==> src/rtl/branch_pkg.sv <==
// Shared types and constants for the branch predictor / recovery controller.
package branch_pkg;

    typedef enum logic [1:0] {
        IDLE     = 2'd0,
        FLUSH    = 2'd1,
        REDIRECT = 2'd2
    } state_e;

    localparam logic [1:0] SNT = 2'b00;
    localparam logic [1:0] WNT = 2'b01;
    localparam logic [1:0] WT  = 2'b10;
    localparam logic [1:0] ST  = 2'b11;

    localparam logic [6:0] OPC_BRANCH = 7'b1100011;

    // Saturating 2-bit counter step toward the resolved outcome.
    function automatic logic [1:0] sat_update(input logic [1:0] ctr, input logic taken);
        if (taken) return (ctr == ST)  ? ST  : ctr + 2'd1;
        else       return (ctr == SNT) ? SNT : ctr - 2'd1;
    endfunction

endpackage

==> src/rtl/branch_ctrl_if.sv <==
// Fetch / EX / recovery signal bundle between the core pipeline and branch_ctrl.
interface branch_ctrl_if #(parameter int PC_W = 10);

    logic            if_valid;
    logic [PC_W-1:0] if_pc;
    logic            if_pred_taken;

    logic            ex_valid;
    logic            ex_is_branch;
    logic [PC_W-1:0] ex_pc;
    logic            ex_pred_taken;
    logic            ex_mispredict;
    logic [PC_W-1:0] ex_target;

    logic            flush;
    logic            fetch_stall;
    logic            redirect_valid;
    logic [PC_W-1:0] redirect_pc;
    logic            busy;
    logic [15:0]     stat_branches;
    logic [15:0]     stat_mispredicts;

    modport slave (
        input  if_valid, if_pc, ex_valid, ex_is_branch, ex_pc, ex_pred_taken,
               ex_mispredict, ex_target,
        output if_pred_taken, flush, fetch_stall, redirect_valid, redirect_pc, busy,
               stat_branches, stat_mispredicts
    );

    modport master (
        output if_valid, if_pc, ex_valid, ex_is_branch, ex_pc, ex_pred_taken,
               ex_mispredict, ex_target,
        input  if_pred_taken, flush, fetch_stall, redirect_valid, redirect_pc, busy,
               stat_branches, stat_mispredicts
    );

endinterface

==> src/rtl/bht_table.sv <==
// 2-bit saturating branch history table: one combinational read, one clocked update.
module bht_table
    import branch_pkg::*;
#(
    parameter int IDX_W = 4
) (
    input  logic             clk,
    input  logic             rst_n,
    input  logic [IDX_W-1:0] rd_idx,
    output logic [1:0]       rd_ctr,
    input  logic             wr_en,
    input  logic [IDX_W-1:0] wr_idx,
    input  logic             wr_taken
);

    localparam int ENTRIES = 1 << IDX_W;

    logic [1:0] bht_q [ENTRIES];
    logic [1:0] bht_d [ENTRIES];

    always_comb begin
        bht_d = bht_q;
        if (wr_en) bht_d[wr_idx] = sat_update(bht_q[wr_idx], wr_taken);
    end

    always_ff @(posedge clk or negedge rst_n) begin
        if (!rst_n) begin
            for (int i = 0; i < ENTRIES; i++) bht_q[i] <= WNT;
        end else begin
            bht_q <= bht_d;
        end
    end

    // Reads the registered array only, so a same-cycle update is not bypassed.
    assign rd_ctr = bht_q[rd_idx];

endmodule

==> src/rtl/branch_ctrl.sv <==
// Branch prediction and mispredict recovery (flush -> redirect) controller.
// Optional resolve/mispredict counters are built when BRANCH_CTRL_STATS_EN is defined.
module branch_ctrl
    import branch_pkg::*;
#(
    parameter int PC_W         = 10,
    parameter int BHT_IDX_W    = 4,
    parameter int FLUSH_CYCLES = 2
) (
    input  logic          clk,
    input  logic          rst_n,
    branch_ctrl_if.slave  bus
);

    localparam logic [2:0] CNT_INIT = 3'(FLUSH_CYCLES - 1);

    state_e                state_q, state_d;
    logic [2:0]            cnt_q, cnt_d;
    logic [PC_W-1:0]       rpc_q, rpc_d;
    logic                  flush_q, flush_d;
    logic                  busy_q, busy_d;
    logic                  rv_q, rv_d;

    logic [BHT_IDX_W-1:0]  rd_idx, wr_idx;
    logic [1:0]            rd_ctr;
    logic                  resolve, taken;

    assign rd_idx  = bus.if_pc[BHT_IDX_W+1:2];
    assign wr_idx  = bus.ex_pc[BHT_IDX_W+1:2];
    // EX contents are wrong-path while recovering, so only IDLE resolves count.
    assign resolve = bus.ex_valid & bus.ex_is_branch & (state_q == IDLE);
    assign taken   = bus.ex_pred_taken ^ bus.ex_mispredict;

    bht_table #(.IDX_W(BHT_IDX_W)) u_bht (
        .clk      (clk),
        .rst_n    (rst_n),
        .rd_idx   (rd_idx),
        .rd_ctr   (rd_ctr),
        .wr_en    (resolve),
        .wr_idx   (wr_idx),
        .wr_taken (taken)
    );

    always_comb begin
        state_d = state_q;
        cnt_d   = cnt_q;
        rpc_d   = rpc_q;
        case (state_q)
            IDLE: if (resolve && bus.ex_mispredict) begin
                state_d = FLUSH;
                cnt_d   = CNT_INIT;
                rpc_d   = bus.ex_target;
            end
            FLUSH: begin
                if (cnt_q == 3'd0) state_d = REDIRECT;
                else               cnt_d   = cnt_q - 3'd1;
            end
            REDIRECT: state_d = IDLE;
            default:  state_d = IDLE;
        endcase
        flush_d = (state_d == FLUSH);
        rv_d    = (state_d == REDIRECT);
        busy_d  = (state_d != IDLE);
    end

    always_ff @(posedge clk or negedge rst_n) begin
        if (!rst_n) begin
            state_q <= IDLE;
            cnt_q   <= 3'd0;
            rpc_q   <= '0;
            flush_q <= 1'b0;
            busy_q  <= 1'b0;
            rv_q    <= 1'b0;
        end else begin
            state_q <= state_d;
            cnt_q   <= cnt_d;
            rpc_q   <= rpc_d;
            flush_q <= flush_d;
            busy_q  <= busy_d;
            rv_q    <= rv_d;
        end
    end

    assign bus.if_pred_taken  = rd_ctr[1] & bus.if_valid;
    assign bus.flush          = flush_q;
    assign bus.fetch_stall    = busy_q;
    assign bus.redirect_valid = rv_q;
    assign bus.redirect_pc    = rpc_q;
    assign bus.busy           = busy_q;

`ifdef BRANCH_CTRL_STATS_EN
    logic [15:0] br_cnt_q, br_cnt_d, mis_cnt_q, mis_cnt_d;

    always_comb begin
        br_cnt_d  = br_cnt_q;
        mis_cnt_d = mis_cnt_q;
        if (resolve && br_cnt_q != 16'hFFFF) br_cnt_d = br_cnt_q + 16'd1;
        if (resolve && bus.ex_mispredict && mis_cnt_q != 16'hFFFF) mis_cnt_d = mis_cnt_q + 16'd1;
    end

    always_ff @(posedge clk or negedge rst_n) begin
        if (!rst_n) begin
            br_cnt_q  <= 16'd0;
            mis_cnt_q <= 16'd0;
        end else begin
            br_cnt_q  <= br_cnt_d;
            mis_cnt_q <= mis_cnt_d;
        end
    end

    assign bus.stat_branches    = br_cnt_q;
    assign bus.stat_mispredicts = mis_cnt_q;
`else
    assign bus.stat_branches    = 16'd0;
    assign bus.stat_mispredicts = 16'd0;
`endif

    logic unused_bits;
    assign unused_bits = ^{bus.if_pc[PC_W-1:BHT_IDX_W+2], bus.if_pc[1:0],
                           bus.ex_pc[PC_W-1:BHT_IDX_W+2], bus.ex_pc[1:0], rd_ctr[0]};

endmodule

==> src/flat_wrapper.sv <==
// flat-port wrapper written by rule: the top's interface ports become plain ports
module branch_ctrl_flat import branch_pkg::*;
#(
    parameter int PC_W         = 10,
    parameter int BHT_IDX_W    = 4,
    parameter int FLUSH_CYCLES = 2
)
  (clk, rst_n, bus_if_valid, bus_if_pc, bus_ex_valid, bus_ex_is_branch, bus_ex_pc, bus_ex_pred_taken, bus_ex_mispredict, bus_ex_target, bus_if_pred_taken, bus_flush, bus_fetch_stall, bus_redirect_valid, bus_redirect_pc, bus_busy, bus_stat_branches, bus_stat_mispredicts);
  branch_ctrl_if #(.PC_W(PC_W)) bus_i ();
  input  logic clk;
  input  logic rst_n;
  input wire logic [$bits(bus_i.if_valid)-1:0] bus_if_valid;
  input wire logic [$bits(bus_i.if_pc)-1:0] bus_if_pc;
  input wire logic [$bits(bus_i.ex_valid)-1:0] bus_ex_valid;
  input wire logic [$bits(bus_i.ex_is_branch)-1:0] bus_ex_is_branch;
  input wire logic [$bits(bus_i.ex_pc)-1:0] bus_ex_pc;
  input wire logic [$bits(bus_i.ex_pred_taken)-1:0] bus_ex_pred_taken;
  input wire logic [$bits(bus_i.ex_mispredict)-1:0] bus_ex_mispredict;
  input wire logic [$bits(bus_i.ex_target)-1:0] bus_ex_target;
  output wire logic [$bits(bus_i.if_pred_taken)-1:0] bus_if_pred_taken;
  output wire logic [$bits(bus_i.flush)-1:0] bus_flush;
  output wire logic [$bits(bus_i.fetch_stall)-1:0] bus_fetch_stall;
  output wire logic [$bits(bus_i.redirect_valid)-1:0] bus_redirect_valid;
  output wire logic [$bits(bus_i.redirect_pc)-1:0] bus_redirect_pc;
  output wire logic [$bits(bus_i.busy)-1:0] bus_busy;
  output wire logic [$bits(bus_i.stat_branches)-1:0] bus_stat_branches;
  output wire logic [$bits(bus_i.stat_mispredicts)-1:0] bus_stat_mispredicts;
  assign bus_i.if_valid = bus_if_valid;
  assign bus_i.if_pc = bus_if_pc;
  assign bus_i.ex_valid = bus_ex_valid;
  assign bus_i.ex_is_branch = bus_ex_is_branch;
  assign bus_i.ex_pc = bus_ex_pc;
  assign bus_i.ex_pred_taken = bus_ex_pred_taken;
  assign bus_i.ex_mispredict = bus_ex_mispredict;
  assign bus_i.ex_target = bus_ex_target;
  assign bus_if_pred_taken = bus_i.if_pred_taken;
  assign bus_flush = bus_i.flush;
  assign bus_fetch_stall = bus_i.fetch_stall;
  assign bus_redirect_valid = bus_i.redirect_valid;
  assign bus_redirect_pc = bus_i.redirect_pc;
  assign bus_busy = bus_i.busy;
  assign bus_stat_branches = bus_i.stat_branches;
  assign bus_stat_mispredicts = bus_i.stat_mispredicts;
  branch_ctrl #(.PC_W(PC_W), .BHT_IDX_W(BHT_IDX_W), .FLUSH_CYCLES(FLUSH_CYCLES)) u_core (.clk(clk), .rst_n(rst_n), .bus(bus_i));
endmodule
==> config.mk <==
export PLATFORM = sky130hd
export DESIGN_NAME = branch_ctrl_flat
export DESIGN_NICKNAME = d
export VERILOG_FILES = /design/src/rtl/branch_pkg.sv /design/src/rtl/branch_ctrl_if.sv /design/src/rtl/bht_table.sv /design/src/rtl/branch_ctrl.sv /design/src/flat_wrapper.sv
export SDC_FILE = /design/constraint.sdc
export NUM_CORES = 1
export LEC_CHECK = 0
export ABC_AREA = 1
export CORE_MARGIN = 5
export CORE_UTILIZATION = 30
export DETAILED_ROUTE_END_ITERATION = 16
export SYNTH_ARGS = -nofsm -noshare
export SYNTH_HDL_FRONTEND = slang
export SYNTH_SLANG_ARGS = --single-unit
==> constraint.sdc <==
create_clock -name clk -period 2.72 [get_ports clk]
set_input_delay 0.272 -clock clk [delete_from_list [all_inputs] [get_ports clk]]
set_output_delay 0.272 -clock clk [all_outputs]
set_load 0.005 [all_outputs]
==> flow_summary_export.csv <==
group,metric,value,unit
power,p_sw_share,32.7,%
layout,antenna_cells,0,
clock_network,cts_made_buffers,5,
power,power.share.sequential,46.4,%
power,ir_drop,0.000457,V
synth,synth.cells.most_frequent,"nand2_1, nor2_1, buf_4, dfrtp_1, inv_1",
timing,timing.final.crit_share,87.9,%
power,pwr-share-comb,31.4,%
synth,async_flop_share,100,%
timing,tightest_slew,0.632,ns
timing,setup-tns-final,0,ns
synth,synth.top_cell.area_share,29.3,%
clock_network,clock-sinks,50,
timing,relSlewSlack,57.9,%
timing,setup_violations,0,
critical_path,cp.required,2.45,ns
synth,yosysWarnings,0,
power,p_clk_share,22.2,%
layout,seq_area,1270,µm²
placed_design,dpl.hpwl,5220,µm
clock_network,path_clk_slew,0.09,ns
grt,grt_pass1_vias,2395,
critical_path,arrival,2.12,ns
grt,grt_start_max_net_pins,51,
layout,nFillCells,1026,
die,ios,84,
clock_network,post_cts_buffers,0,
clock_network,cts_resized,0,
grt,grt_pass1_wl,11500,µm
layout,syn_to_final_growth,17.7,%
synth,syn_inst,406,
power,p_leak,1.73,nW
clock_network,ctsHoldBuffers,0,
layout,multi_input_area,1310,µm²
synth,synth_area,2900,µm²
synth,ys_seq_elements,50,
timing,grt_setup_unrepaired,"false",
detailed_routing,met3_length,601,µm
critical_path,startpoint,"bus_if_pc[2]",
critical_path,end_kind,"primary output",
synth,synth_ff_type,"dfrtp_1",
timing,clock.fmax,418,MHz
grt,antenna_found_initial,0,
placed_design,numPortBuffers,39,
synth,synth.avg_cell_area,7.15,µm²
clock_network,cts_buffer_depth,2,
detailed_routing,post_drt_via_cell_ratio,4.24,
synth,synthDistinctLibCells,29,
layout,final_core_util,35.6,%
critical_path,path_max_fanout,9,
clock_network,cts_max_level,2,
critical_path,r2r_cells,12,
timing,fin_skew,0.00554,ns
die,fp.dieH,108,µm
critical_path,r2r_end,"u_core.u_bht.bht_q[10]",
timing,final.min_clock_period,2.39,ns
placed_design,dp_cells,572,
synth,synthTopCellsByArea,"dfrtp_1, nand2_1, dfstp_2",
detailed_routing,wl_met2,2930,µm
critical_path,crit_type,"in2out",
power,p_int,1.65,mW
detailed_routing,drt_iter0_markers,108,
critical_path,r2r_start,"u_core.u_bht.bht_q[17]",
critical_path,cpMaxStageDelayCell,"clkdlybuf4s50_1",
detailed_routing,via_count,2460,
die,dieWidth,108,µm
detailed_routing,first_pass_iters,4,
clock_network,clkLatencyLatePin,0.31,ns
hold_path,holdCritPathClass,"in2async",
synth,ys_seq_area_share,43.8,%
layout,drive_above_1_share,9.17,%
power,p_sw,798,µW
flow_run,drv_cap,0,
critical_path,cpPeakStageDelay,0.54,ns
critical_path,rrSetupSlack,1.09,ns
synth,synth.most_common_cell,"nand2_1",
layout,fin_cells,580,
power,power.density,715,nW/µm²
grt,track_usage,12.3,%
detailed_routing,wl_met1,3240,µm
timing,finalMaxSlewViolations,0,
synth,synth_edf_count,0,
die,die_area,11700,µm²
detailed_routing,drcViolationCount,0,
synth,yosys.area.top_type,"dfrtp_1",
detailed_routing,highest_layer,"met4",
clock_network,cts_root_buf,"clkbuf_8",
detailed_routing,ant_nets,0,
grt,grt_overflow,0,
critical_path,crit_path_end,"bus_if_pred_taken",
die,start_util,30.3,%
timing,hold_viol_final,0,
critical_path,cp-start-kind,"primary input",
die,rows,36,
detailed_routing,wire_per_inst,11.7,µm
outcome,outcome,"completed",
layout,finalNetCount,485,
clock_network,tritoncts,"built",
die,core_area,9590,µm²
detailed_routing,wl,6800,µm
critical_path,crit_top_cell,"clkdlybuf4s50_1",
critical_path,worstPathCellList,"clkdlybuf4s50_1, inv_1, nor2_1, o221ai_1, o211ai_1, a21boi_0, clkdlybuf4s50_1",
placed_design,gp_congestion,0.838,
[metal layers]
layer / vias up / track usage (%)
met4: 0 / 2.16
met3: 4 / 3.88
li1: 1250 / -
met5: - / 0
met1: 1116 / 17.0
met2: 90 / 19.1
[sequential cells by signal, summed over array words and instances, names as in the netlist]
| signal | flops |
|---|---|
| u_core.u_bht.bht_q | 32 |
| u_core.bus.redirect_pc | 10 |
| u_core.cnt_q | 3 |
| u_core.state_q | 2 |
| u_core.bus.busy | 1 |
| u_core.bus.flush | 1 |
| u_core.bus.redirect_valid | 1 |
[per-stage QoR]
| step | total power [mW] | hold slack (ns) | setup slack (ns) | cell area, µm² |
|---|---|---|---|---|
| finish | 2.44 | 0.0548 | 0.330 | 3420 |
| floorplan | 1.57 | -0.0236 | 1.18 | 3020 |
| CTS | 2.47 | 0.0748 | 0.297 | 3420 |
| global placement | 1.90 | 0.412 | 0.377 | 3300 |
| detailed placement | 1.92 | 0.417 | 0.306 | 3300 |
| global route | 2.63 | 0.0976 | 0.100 | 3420 |
[cells by family after synthesis]
| logic type | after synthesis | share of synthesized area (%) |
|---|---|---|
| other cells | 1 | 0.129 |
| simple gates | 249 | 34.4 |
| flops | 50 | 43.8 |
| xor+xnor | 1 | 0.302 |
| fa+ha+maj | 2 | 0.862 |
| compound gates | 25 | 5.39 |
| buf+inv | 78 | 15.1 |
[cell type report]
class	instances	share of cell area, %
Clock inverter	3	1.39
Clock buffer	5	2.01
Sequential cell	50	37.2
Multi-Input combinational cell	309	38.3
Tap cell	133	4.87
Inverter	37	4.06
Timing Repair Buffer	43	12.2
[cell usage in the layout, fill, tap and decap left out, types with 2 or more instances in the layout]
cell type and n:
nand2_1 185, clkdlybuf4s50_1 38, nor2_1 35, inv_1 34
dfrtp_1 34, conb_1 32, nand3_1 18, dfstp_2 16
o21ai_0 11, clkbuf_8 5, nand2_2 4, buf_4 4
o22ai_1 3, o211ai_1 3, a21oi_1 3, inv_2 2
nor2_2 2, o21ai_1 2, nand2_4 2, ha_1 2
[critical path: cells and delay by family]
kind	cells	cell delay, ns
AND/OR/NAND/NOR	1	0.06
buffers and inverters	3	1.29
AO/OA/AOI/OAI	3	0.49
[power groups by stage]
stage | combinational (mW) | clock [mW] | sequential [mW]
final | 0.767 | 0.543 | 1.14
after CTS | 0.778 | 0.557 | 1.14
after detailed placement | 0.773 | 0 | 1.15
after global routing | 0.875 | 0.593 | 1.16
after global placement | 0.758 | 0 | 1.14
after floorplan | 0.452 | 0 | 1.12
[how the worst min path moves through the flow]
stage	from	to	slack, ns	depth (start not counted)
finish	rst_n	u_core.bus.redirect_pc[3]	0.05	2
global route	rst_n	u_core.bus.redirect_pc[3]	0.1	2
CTS	rst_n	u_core.bus.redirect_pc[3]	0.07	2
detailed placement	rst_n	u_core.bus.redirect_pc[3]	0.42	2
global placement	rst_n	u_core.bus.redirect_pc[6]	0.41	2
floorplan	rst_n	u_core.bus.busy	-0.02	0
(Power assumes the default switching activity.)
